`config.mk`:
```
export PLATFORM = sky130hd
export DESIGN_NAME = reservation_scheduler
export DESIGN_NICKNAME = d
export VERILOG_FILES = /design/src/rtl/reservation_scheduler_pkg.sv /design/src/rtl/reservation_scheduler_rr_arbiter.sv /design/src/rtl/reservation_scheduler.sv
export SDC_FILE = /design/constraint.sdc
export NUM_CORES = 1
export LEC_CHECK = 0
export CORE_ASPECT_RATIO = 2
export CORE_MARGIN = 5
export CORE_UTILIZATION = 45
export DETAILED_ROUTE_END_ITERATION = 8
export MAX_ROUTING_LAYER = met4
export PLACE_DENSITY = 0.7
export SYNTH_ARGS = -nofsm -noshare
export SYNTH_HDL_FRONTEND = slang
export SYNTH_HIERARCHICAL = 1
export SYNTH_SLANG_ARGS = --single-unit
```
`constraint.sdc`:
```
create_clock -name clk -period 2.2 [get_ports clk]
set_input_delay 0.44 -clock clk [delete_from_list [all_inputs] [get_ports clk]]
set_output_delay 0.44 -clock clk [all_outputs]
set_load 0.1 [all_outputs]
```
`src/rtl/reservation_scheduler_pkg.sv`:
```
// Shared definitions for the reservation scheduler slice of the MPU.
// Contents:
//   BLOCK_COUNT / BLOCK_COUNT_BITS : number of reservation blocks and ID width
//   block_id_t                     : block identifier type
//   rsched_state_t                 : scheduler FSM state encoding
package reservation_scheduler_pkg;

  localparam int BLOCK_COUNT      = 8;
  localparam int BLOCK_COUNT_BITS = $clog2(BLOCK_COUNT);

  typedef logic [BLOCK_COUNT_BITS-1:0] block_id_t;

  typedef enum logic {
    RS_IDLE  = 1'b0,
    RS_GRANT = 1'b1
  } rsched_state_t;

endpackage

```
`src/rtl/reservation_scheduler_rr_arbiter.sv`:
```
// Pointer-based round-robin arbiter.
// Scans the request vector starting at index ptr, wrapping at NUM_REQ.
// The first set request found wins.
// Ports:
//   req : per-requester request level
//   ptr : index with the highest priority this cycle
//   gnt : one-hot winner, all zero when req is zero
module rr_arbiter #(
  parameter int NUM_REQ = 4,
  parameter int PTR_W   = $clog2(NUM_REQ)
) (
  input  logic [NUM_REQ-1:0] req,
  input  logic [PTR_W-1:0]   ptr,
  output logic [NUM_REQ-1:0] gnt
);

  always_comb begin
    logic             found;
    logic [PTR_W-1:0] idx;
    gnt   = '0;
    found = 1'b0;
    idx   = '0;
    for (int i = 0; i < NUM_REQ; i++) begin
      idx = PTR_W'((int'(ptr) + i) % NUM_REQ);
      if (!found && req[idx]) begin
        gnt[idx] = 1'b1;
        found    = 1'b1;
      end
    end
  end

endmodule

```
`src/rtl/reservation_scheduler.sv`:
```
// Shares one reservation free-list (reservation_counter) between NUM_REQ
// malloc requesters and the deallocation unit.
//
// Allocation is round-robin and takes two cycles. In the IDLE cycle the
// counter is dequeued. In the GRANT cycle the counter's registered
// rc_new_id is returned together with a one-hot grant pulse.
//
// Frees have priority over allocations. The exception is after
// FREE_BURST_MAX consecutive frees while some allocation is pending and a
// block is available; in that case one allocation is forced.
//
// An allocated-block bitmap rejects frees of blocks that are not out. Such
// a free is still consumed, and free_err pulses in the following cycle.
//
// Handshake: a free transfers in every cycle where free_valid && free_ready.
// free_ready never depends on free_valid. alloc_req is a level that must be
// held from the winning IDLE cycle through its grant cycle.
//
// Ports:
//   clk, rst_n             : clock, synchronous active-low reset
//   alloc_req / alloc_gnt  : requester levels / one-hot one-cycle grant
//   alloc_id               : granted block ID, zero when no grant
//   free_valid/free_id     : free request from the dealloc unit
//   free_ready             : free accepted this cycle
//   free_err               : pulse, cycle after freeing an unallocated ID
//   no_blocks              : counter empty while a request is pending
//   rc_enqueue/rc_dequeue  : counter strobes
//   rc_freed_id            : ID pushed back to the counter
//   rc_new_id              : counter head, valid the cycle after dequeue
//   rc_full/rc_empty/rc_rdy: counter status
//   state                  : FSM state, for debug
module reservation_scheduler
  import reservation_scheduler_pkg::*;
#(
  parameter int NUM_REQ        = 4,
  parameter int FREE_BURST_MAX = 4
) (
  input  logic               clk,
  input  logic               rst_n,
  input  logic [NUM_REQ-1:0] alloc_req,
  output logic [NUM_REQ-1:0] alloc_gnt,
  output block_id_t          alloc_id,
  input  logic               free_valid,
  input  block_id_t          free_id,
  output logic               free_ready,
  output logic               free_err,
  output logic               no_blocks,
  output logic               rc_enqueue,
  output logic               rc_dequeue,
  output block_id_t          rc_freed_id,
  input  block_id_t          rc_new_id,
  input  logic               rc_full,
  input  logic               rc_empty,
  input  logic               rc_rdy,
  output rsched_state_t      state
);

  localparam int PTR_W   = $clog2(NUM_REQ);
  localparam int BURST_W = $clog2(FREE_BURST_MAX + 1);

  rsched_state_t          state_q;
  logic [PTR_W-1:0]       winner_q;
  logic [PTR_W-1:0]       rr_ptr_q;
  logic [BURST_W-1:0]     burst_q;
  logic [BLOCK_COUNT-1:0] bitmap_q;

  logic [NUM_REQ-1:0] arb_gnt;
  logic [PTR_W-1:0]   arb_idx;
  logic               any_req;
  logic               force_alloc;
  logic               free_fire;
  logic               free_hit;
  logic               alloc_fire;
  logic [PTR_W-1:0]   rr_next;

  rr_arbiter #(
    .NUM_REQ (NUM_REQ),
    .PTR_W   (PTR_W)
  ) u_arb (
    .req (alloc_req),
    .ptr (rr_ptr_q),
    .gnt (arb_gnt)
  );

  // One-hot winner to index.
  always_comb begin
    arb_idx = '0;
    for (int i = 0; i < NUM_REQ; i++) begin
      if (arb_gnt[i]) arb_idx = PTR_W'(i);
    end
  end

  assign any_req = |alloc_req;

  // Frees have starved allocation long enough. Only force when an
  // allocation can actually proceed; otherwise keep draining frees.
  assign force_alloc = (burst_q == BURST_W'(FREE_BURST_MAX)) && any_req && !rc_empty;

  assign free_ready = (state_q == RS_IDLE) && rc_rdy && !rc_full && !force_alloc;
  assign free_fire  = free_valid && free_ready;
  assign free_hit   = bitmap_q[free_id];
  assign alloc_fire = (state_q == RS_IDLE) && !free_fire && any_req && !rc_empty && rc_rdy;

  // Unallocated IDs are consumed but never reach the counter, so duplicates
  // cannot enter the free-list.
  assign rc_enqueue  = free_fire && free_hit;
  assign rc_dequeue  = alloc_fire;
  assign rc_freed_id = free_id;

  assign no_blocks = rc_empty && any_req;
  assign state     = state_q;

  // rc_new_id is only meaningful in the GRANT cycle.
  assign alloc_id = (state_q == RS_GRANT) ? rc_new_id : '0;

  assign rr_next = (winner_q == PTR_W'(NUM_REQ - 1)) ? '0 : winner_q + 1'b1;

  always_ff @(posedge clk) begin
    if (!rst_n) begin
      state_q   <= RS_IDLE;
      winner_q  <= '0;
      rr_ptr_q  <= '0;
      burst_q   <= '0;
      bitmap_q  <= '0;
      alloc_gnt <= '0;
      free_err  <= 1'b0;
    end else begin
      alloc_gnt <= '0;
      free_err  <= free_fire && !free_hit;
      case (state_q)
        RS_IDLE: begin
          if (free_fire) begin
            if (free_hit) bitmap_q[free_id] <= 1'b0;
            if (any_req) begin
              if (burst_q != BURST_W'(FREE_BURST_MAX)) burst_q <= burst_q + 1'b1;
            end else begin
              burst_q <= '0;
            end
          end else if (alloc_fire) begin
            // The grant pulse is registered here so it lines up with the
            // counter's registered rc_new_id in the GRANT cycle.
            winner_q  <= arb_idx;
            alloc_gnt <= arb_gnt;
            burst_q   <= '0;
            state_q   <= RS_GRANT;
          end else if (!any_req) begin
            burst_q <= '0;
          end
        end
        RS_GRANT: begin
          bitmap_q[rc_new_id] <= 1'b1;
          rr_ptr_q            <= rr_next;
          if (!any_req) burst_q <= '0;
          state_q <= RS_IDLE;
        end
        default: state_q <= RS_IDLE;
      endcase
    end
  end

  // A requester that won in IDLE must still be requesting in its grant cycle.
  grant_req_held: assert property (@(posedge clk) disable iff (!rst_n)
    (state_q == RS_GRANT) |-> alloc_req[winner_q]);

  strobes_exclusive: assert property (@(posedge clk) disable iff (!rst_n)
    !(rc_enqueue && rc_dequeue));

endmodule

```
==> run metrics, run 1 <==
initial drt markers 53; fin. max-slew vios 0; Pleak about 1.0 nW; switching part of the total power between 30% and 40%; CP Class in -> out; Finished Layout Cells 270; CTS tree yes; Hold Path Class reg -> reg; commonest cells in the synthesized netlist dfxtp_1 (21), inv_1 (15), nor2_1 (13); initial antenna violation count 0; Setup crit end rc_enqueue; Post-DRT Antenna Nets 0; Filler Cell Count approximately 260; Clock power frac 24.9%; row cnt 30; Die Ht around 94 µm; Yosys reg bits 21; met2 WL 2870 µm; Max FO, Critical Path 5; maximum VDD drop 0.000341 V; CP Data Arrival Time 1.72 ns; Pint 0.000680 W; CTS H-tree lvls 1; layout cells sized above 1 39.5%; DR WL/cell 17.5 µm; clk buf depth 2; port buffer count 31; PwrDens 441 nW/µm²; top cells by area, synth dfxtp_1 (27%), ha_1 (7.2%), inv_1 (3.6%), mux4_1 (3.3%), a21oi_1 (3.2%); Post-DP HPWL 3710 µm; EDFF count, synth 0; CTS root buf clkbuf_8; Yosys top cell area share 26.8%; multi-input logic area 1090 µm²; RePlAce Congestion 0.858; Mapped Area 1570 µm²; syn_area_per_cell between 9 and 10 µm²; placed standard-cell area approximately 2200 µm²; gr ovfl total 0; max-cap viol count 0; placed insts 261; YS warnings 6; Yosys top cell by area dfxtp_1; metal3 WL 167 µm; type of element launching the critical path input pin; syn_nets 198; Final Hold Vio Count 0; Final min period 2.16 ns; DIE AREA 4840 µm²; io pins 32; Synth cell types 52; sequential share of power a little under two fifths; Synth Instances between 150 and 200; r2r setup slk ~0.12 ns; drt total wl 4720 µm; top-count cell post-synth dfxtp_1; largest net degree at the start of global routing 15; Finish-stage setup viols 0; Finished Cell Area about 2400 µm²; Comb power frac 36.8%; Req. time, crit path 1.76 ns; via count approximately 1600; Seq/Total Area, Yosys 26.8%; P_sw around 0.00036 W; drc violations 0; total core area 3380 µm²; Clock Latency Late Sink 0.26 ns; FF-to-FF Start rr_ptr_q[0]; clock-pin slew on the worst setup and hold paths approximately 0.08 ns; fin crit share roughly 98%; CTS sink cnt 21; Max transition margin 68.8%; Register Area 429 µm²; max layer used met4; achievable frequency about 0.46 GHz; DR vias/cell 5.98; hold buffers post-CTS 0; Setup Skew 0.00111 ns; CP startpoint free_id[2]; Crit. End Element primary output; outcome complete, no violations; met1 WL 1480 µm; RSZ-0062 raised after global routing yes; fin nets 264; cts bufs inserted 3; P&R area growth vs syn 50.6%; initial core utilization approximately 46%; first-pass GRT wire length 7420 µm; Worst-Margin Slew around 0.46 ns; reg2reg path depth 8; Initial DRT Pass Iterations 4; Post-synth ARST share 0%; Ant. Diodes 0; r2r endpoint winner_q[0]; die width 51.8 µm; vias in the first global route 1686; total track usage 20.8%; predominant post-synthesis flop cell dfxtp_1
[cell families (layout without fill, tap and decap cells)]
logic type               after synthesis  after routing  synth area share, %
buffers and inverters                 25             90                 7.81
flip-flops                            21             21                 26.8
multiplexers                          10             10                 10.5
AO/OA/AOI/OAI                         52             52                 26.6
AND/OR/NAND/NOR                       56             56                 21.1
adder cells (fa/ha/maj)                9              9                 7.18
[power by group through the flow]
| stage | Clock [W] | Combinational, W | Sequential, W |
|---|---|---|---|
| 6_report | 0.000259 | 0.000383 | 0.000399 |
| 3_3_place_gp | 0 | 0.000355 | 0.000407 |
| 4_1_cts | 0.000264 | 0.000368 | 0.000399 |
| 2_1_floorplan | 0 | 0.000191 | 0.000430 |
| 3_5_place_dp | 0 | 0.000365 | 0.000407 |
| 5_1_grt | 0.000278 | 0.000406 | 0.000400 |
[worst min path at each step]
| stage | startpoint | end | slack (ns) | cells after the start |
|---|---|---|---|---|
| 2_1_floorplan | winner_q[1] | winner_q[1] | 0.47 | 2 |
| 3_3_place_gp | winner_q[1] | winner_q[1] | 0.48 | 2 |
| 3_5_place_dp | winner_q[1] | winner_q[1] | 0.50 | 2 |
| 4_1_cts | winner_q[1] | winner_q[1] | 0.51 | 2 |
| 5_1_grt | winner_q[1] | winner_q[1] | 0.57 | 2 |
| 6_report | burst_q[2] | burst_q[2] | 0.55 | 2 |
[what timing repair did]
action                                  4_1_cts  5_1_grt
buffers inserted                              2        3
pin swaps                                     2        9
cloned                                        0        0
resized for setup                            16       13
endpoints found under the setup margin        7        7
[metal layers]
| layer | vias to the layer above | GRT usage [%] |
|---|---|---|
| li1 | 768 | - |
| met4 | 0 | 12.9 |
| met1 | 777 | 17.7 |
| met3 | 14 | 2.07 |
| met5 | - | - |
| met2 | 55 | 40.4 |
[sequential cells by signal, indices dropped and copies added (netlist names)]
name	count
free_err	1
rr_ptr_q	2
burst_q	3
alloc_gnt	4
state	1
bitmap_q	8
winner_q	2
[cell type report]
type	count	share of cell area, %
Timing Repair Buffer	70	29.3
Inverter	16	2.54
Multi-Input combinational cell	127	46.3
Sequential cell	21	18.2
Tap cell	32	1.69
Clock inverter	1	0.212
Clock buffer	3	1.75
[cells in the final DEF (no fill, tap or decap), types with 4 or more instances in the layout]
cell type / count
a21o_2: 4
nor3_1: 7
and2_1: 4
buf_4: 43
clkdlybuf4s50_1: 4
dfxtp_1: 18
ha_1: 7
o21ai_0: 6
dlygate4sd2_1: 8
o211ai_1: 4
nand2_1: 10
a21oi_1: 10
a31oi_1: 6
inv_1: 14
nor2_1: 13
buf_12: 10
[stage by stage]
step	total power, W	worst slack (ns)	util [%]	hold WS, ns	setup TNS (ns)
2_1_floorplan	0.000622	-0.348	-	0.475	-0.855
4_1_cts	0.00103	0.00715	68.0	0.510	0
5_1_grt	0.00108	-0.0351	69.9	0.566	-0.0733
6_report	0.00104	0.0430	69.9	0.547	0
3_3_place_gp	0.000762	-0.310	65.6	0.483	-2.09
3_5_place_dp	0.000773	-0.362	65.6	0.499	-2.98
[worst max-delay path, cell delays in order]
cell	delay, ns
clkdlybuf4s15_2	0.24
buf_4	0.17
nor2b_2	0.16
a22oi_2	0.26
o211ai_4	0.09
and2_4	0.18
buf_12	0.16
No activity file was read; power rests on OpenSTA's default activity.
==> inputs of run 2 (changes only) <==
Settings changed: CAP_MARGIN from default to 5, RECOVER_POWER from default to 100.
==> run metrics, run 2 (same netlist as run 1, synthesis figures left out) <==
outcome complete, no violations; fin nets between 200 and 300; Largest Register bitmap_q; initial drt markers 34; CTS sink cnt 21; maximum VDD drop 0.000342 V; Max stage delay cell, worst path a22oi_2; achievable frequency between 0.4 and 0.5 GHz; PwrDens 456 nW/µm²; final worst slack roughly 0.055 ns; Final Hold Vio Count 0; via count 1604; layout cells sized above 1 between 30% and 40%; port buffer count 31; CP Class in -> out; most frequent cells in the layout buf_4 (35), dfxtp_1 (18), inv_1 (14); cts bufs inserted 3; Max FO, Critical Path 5; Max transition margin 21.6%; Clock Latency Late Sink 0.26 ns; Ant. Diodes 0; Req. time, crit path 1.76 ns; CP delay by family, top buffers and inverters; crit-path cells clkdlybuf4s15_2, buf_4, nor2b_2, a22oi_2, o211ai_4, and2_4, buf_12; DR vias/cell 5.94; vias in the first global route roughly 1700; P&R area growth vs syn 43.1%; critical path's largest stage delay 0.26 ns; CP Data Arrival Time 1.71 ns; clock-pin slew on the worst setup and hold paths 0.08 ns; Post-DRT Antenna Nets 0; largest net degree at the start of global routing 15; total core area around 3400 µm²; row cnt 30; Crit. End Element primary output; DIE AREA 4840 µm²; Setup Skew 0.00138 ns; initial antenna violation count 0; Final min period 2.15 ns; most common cell after layout, fill and taps aside buf_4; Hold Path Class reg -> reg; RSZ-0062 raised after global routing yes; Finish-stage setup viols 0; Die Ht 93.5 µm; hold buffers post-CTS 0; largest registers bitmap_q: 8 flops, alloc_gnt: 4 flops, burst_q: 3 flops; io pins 32; drt total wl approximately 4700 µm; WP buf/inv 3; fin. max-slew vios 0; gr ovfl total 0; die width 51.8 µm; max reg flops 8; Worst-Margin Slew 1.18 ns; CTS root buf clkbuf_8; placed insts around 260; initial core utilization between 40% and 50%; RePlAce Congestion ~0.86; Finished Layout Cells 270; CTS tree yes; max-cap viol count 0; clk buf depth 2; type of element launching the critical path input pin; Initial DRT Pass Iterations 4; fin crit share 97.5%; Place WS -0.362 ns; first-pass GRT wire length between 7000 and 8000 µm; total track usage 20.8%; Post-DP HPWL 3710 µm; CTS H-tree lvls 1; Pleak between 0.9 and 1 nW; DR WL/cell 17.6 µm; drc violations 0
[run 2: cell types whose count changed in the layout (fill, tap and decap cells not counted)]
cell / change
buf_4: -8
clkbuf_1: +8
buf_12: -5
clkbuf_2: +5
buf_2: +1
buf_6: -1
nor3_1: +1
nor3_2: -1
[run 2: area by class of cell]
| class | count | area, µm² |
|---|---|---|
| multi-input combinational | 127 | 1090 |
| timing repair buffer | 70 | 581 |
| inverter | 16 | 60.1 |
| tap | 32 | 40.0 |
| clock buffer | 3 | 41.3 |
| sequential | 21 | 429 |
| clock inverter | 1 | 5.00 |
| fill | 279 | 1130 |
[run 2: worst paths after layout]
kind	from	to	slack [ns]	cells past startpoint
worst max register to register	rr_ptr_q[0]	winner_q[0]	0.12	8
worst max-delay path	free_id[2]	rc_enqueue	0.05	7
worst min-delay path	burst_q[2]	burst_q[2]	0.55	2
worst min register to register	burst_q[2]	burst_q[2]	0.55	2
[run 2: per-stage QoR]
stage / util, % / hold slack [ns] / instance area [µm²] / TNS, ns / total power (W)
5_1_grt: 66.5 / 0.566 / 2250 / -0.0684 / 0.00107
6_report: 66.5 / 0.547 / 2250 / 0 / 0.00102
3_5_place_dp: 65.6 / 0.499 / 2220 / -2.98 / 0.000773
3_3_place_gp: 65.6 / 0.483 / 2220 / -2.09 / 0.000762
2_1_floorplan: - / 0.475 / 1590 / -0.855 / 0.000622
4_1_cts: 68.0 / 0.510 / 2300 / 0 / 0.00103
[run 2: what timing repair did]
item                       CTS  global route
hold endpoints to repair     0             0
setup endpoints to repair    7             7
buffers inserted             2             3
pin swaps                    2             9
gates resized for setup     16            13
cloned                       0             0
[run 2: report_power, final]
part           switching [W]  leakage [nW]  internal (W)
clock               0.000133        0.0255      0.000126
sequential        0.00000939         0.172      0.000389
combinational       0.000217         0.757      0.000148
[run 2: worst min-delay path, stage by stage (launching register included)]
cell	delay, ns
dfxtp_1	0.35
o21ai_0	0.09
a21oi_1	0.07
[run 2: routing by layer]
metal	wire length (µm)	track usage, %
met1	1540	17.7
met5	0	-
met4	238	12.9
met2	2830	40.4
met3	141	2.07
==> inputs of run 3 (changes only) <==
Settings changed: RECOVER_POWER 100 to default, REMOVE_ABC_BUFFERS from default to 1.
==> run metrics, run 3 (same netlist as run 1, synthesis figures left out) <==
port buffer count 31; drt total wl 4730 µm; Initial DRT Pass Iterations 4; reg2reg path depth 9; CTS sink cnt 21; CP startpoint free_id[2]; fin. max-slew vios 0; r2r setup slk 0.12 ns; type of element launching the critical path input pin; CP Class in -> out; placed insts between 200 and 300; hold buffers post-CTS 0; Comb power frac 36.0%; Setup Skew 0.00342 ns; most frequent cells in the layout buf_4 (35), dfxtp_1 (18), inv_1 (14); via count 1583; Crit. End Element primary output; outcome complete, no violations; initial core utilization 46.4%; Worst-Margin Slew 0.364 ns; Clock power frac between 20% and 30%; Filler Cell Count 268; FF-to-FF Start rr_ptr_q[1]; DIE AREA 4840 µm²; CTS tree yes; Post-DP HPWL 3850 µm; Clock Latency Late Sink 0.26 ns; drc violations 0; r2r endpoint winner_q[0]; most common cell after layout, fill and taps aside buf_4; Place WS -0.363 ns; row cnt 30; PwrDens 448 nW/µm²; layout cells sized above 1 39.0%; CTS H-tree lvls 1; sequential share of power 38.8%; Post-DRT Antenna Nets 0; clock-pin slew on the worst setup and hold paths 0.08 ns; fin nets 257; switching part of the total power 34.6%; Hold Crit Depth 2; Max transition margin about three quarters; Max FO, Critical Path 5; vias in the first global route between 1500 and 2000; Pint 0.000671 W; Final min period 2.16 ns; initial drt markers 47; final worst slack roughly 0.045 ns; achievable frequency 0.464 GHz; RePlAce Congestion roughly 0.95; max-cap viol count 0; P_sw 0.000354 W; io pins 32; CTS root buf clkbuf_8; total track usage 21.6%; Hold Path Class reg -> reg; fin crit share 98.0%; cts bufs inserted 3; Req. time, crit path 1.76 ns; largest net degree at the start of global routing 13; Finish-stage setup viols 0; Pleak roughly 0.96 nW; total core area 3380 µm²; max reg flops 8; largest registers bitmap_q: 8 flops, alloc_gnt: 4 flops, burst_q: 3 flops; Finished Layout Cells between 200 and 300; first-pass GRT wire length ~7700 µm; Hold Path Sink winner_q[1]; maximum VDD drop approximately 0.00041 V; DR WL/cell 18.0 µm; initial antenna violation count 0; Largest Register bitmap_q; DR vias/cell about 6.0; die width approximately 52 µm; Die Ht 93.5 µm; P&R area growth vs syn 45.9%; Final Hold Vio Count 0; hold_sp winner_q[1]; gr ovfl total 0; Ant. Diodes 0; clk buf depth 2; CP Data Arrival Time between 1.5 and 2 ns
[run 3: changes by cell type in the layout (fill, tap and decap cells not counted), moves of 2 or more]
cell	delta
clkbuf_2	-3
clkbuf_1	-8
dfxtp_2	+2
dfxtp_4	-2
nor3_2	+2
dlygate4sd2_1	-2
buf_12	+6
[run 3: critical path, stage by stage]
cell	delay [ns]
clkdlybuf4s15_2	0.23
buf_4	0.17
nor2b_2	0.16
a22oi_2	0.26
o211ai_4	0.10
and2_4	0.18
buf_12	0.16
[run 3: how the worst max path moves through the flow]
stage,end,cells past startpoint,slack (ns)
after CTS,no_blocks,6,0.009
after global routing,winner_q[0],8,-0.02
final,rc_enqueue,7,0.04
after floorplan,free_ready,2,-1.48
after global placement,rc_enqueue,6,-0.30
after detailed placement,rc_enqueue,6,-0.36
[run 3: power by group through the flow]
stage	combinational [W]	clock (W)	sequential [W]
floorplan	0.000147	0	0.000432
global placement	0.000351	0	0.000405
detailed placement	0.000358	0	0.000406
CTS	0.000359	0.000263	0.000397
global route	0.000389	0.000281	0.000400
finish	0.000369	0.000258	0.000398
[run 3: stage by stage]
stage / total power (W) / hold WS (ns) / instance area (µm²) / setup TNS (ns) / util, %
2_1_floorplan: 0.000579 / 0.482 / 1510 / -6.19 / -
3_3_place_gp: 0.000756 / 0.497 / 2180 / -2.39 / 64.5
3_5_place_dp: 0.000764 / 0.497 / 2180 / -3.21 / 64.5
4_1_cts: 0.00102 / 0.508 / 2250 / 0 / 66.7
5_1_grt: 0.00107 / 0.540 / 2290 / -0.0188 / 67.7
6_report: 0.00102 / 0.509 / 2290 / 0 / 67.7
[run 3: repair_timing]
action	CTS	global route
buffers inserted	0	2
setup endpoints to repair	6	6
gates resized for setup	21	14
pin swaps	5	8
[run 3: per-layer routing]
| layer | routed length, µm | global-route usage, % | vias to the layer above |
|---|---|---|---|
| met5 | 0 | - | - |
| met4 | 214 | 11.4 | 0 |
| met3 | 153 | 2.87 | 13 |
| met2 | 2870 | 42.8 | 48 |
| met1 | 1480 | 18.1 | 772 |
| li1 | - | - | 750 |
[run 3: area by class of cell]
class                           instances  area (µm²)  area share (%)
Tap cell                               32        40.0            1.75
Clock buffer                            3        41.3            1.80
Timing Repair Buffer                   63         643            28.1
Inverter                               16        60.1            2.62
Multi-Input combinational cell        127        1070            47.0
Clock inverter                          1        5.00           0.219
Sequential cell                        21         424            18.5
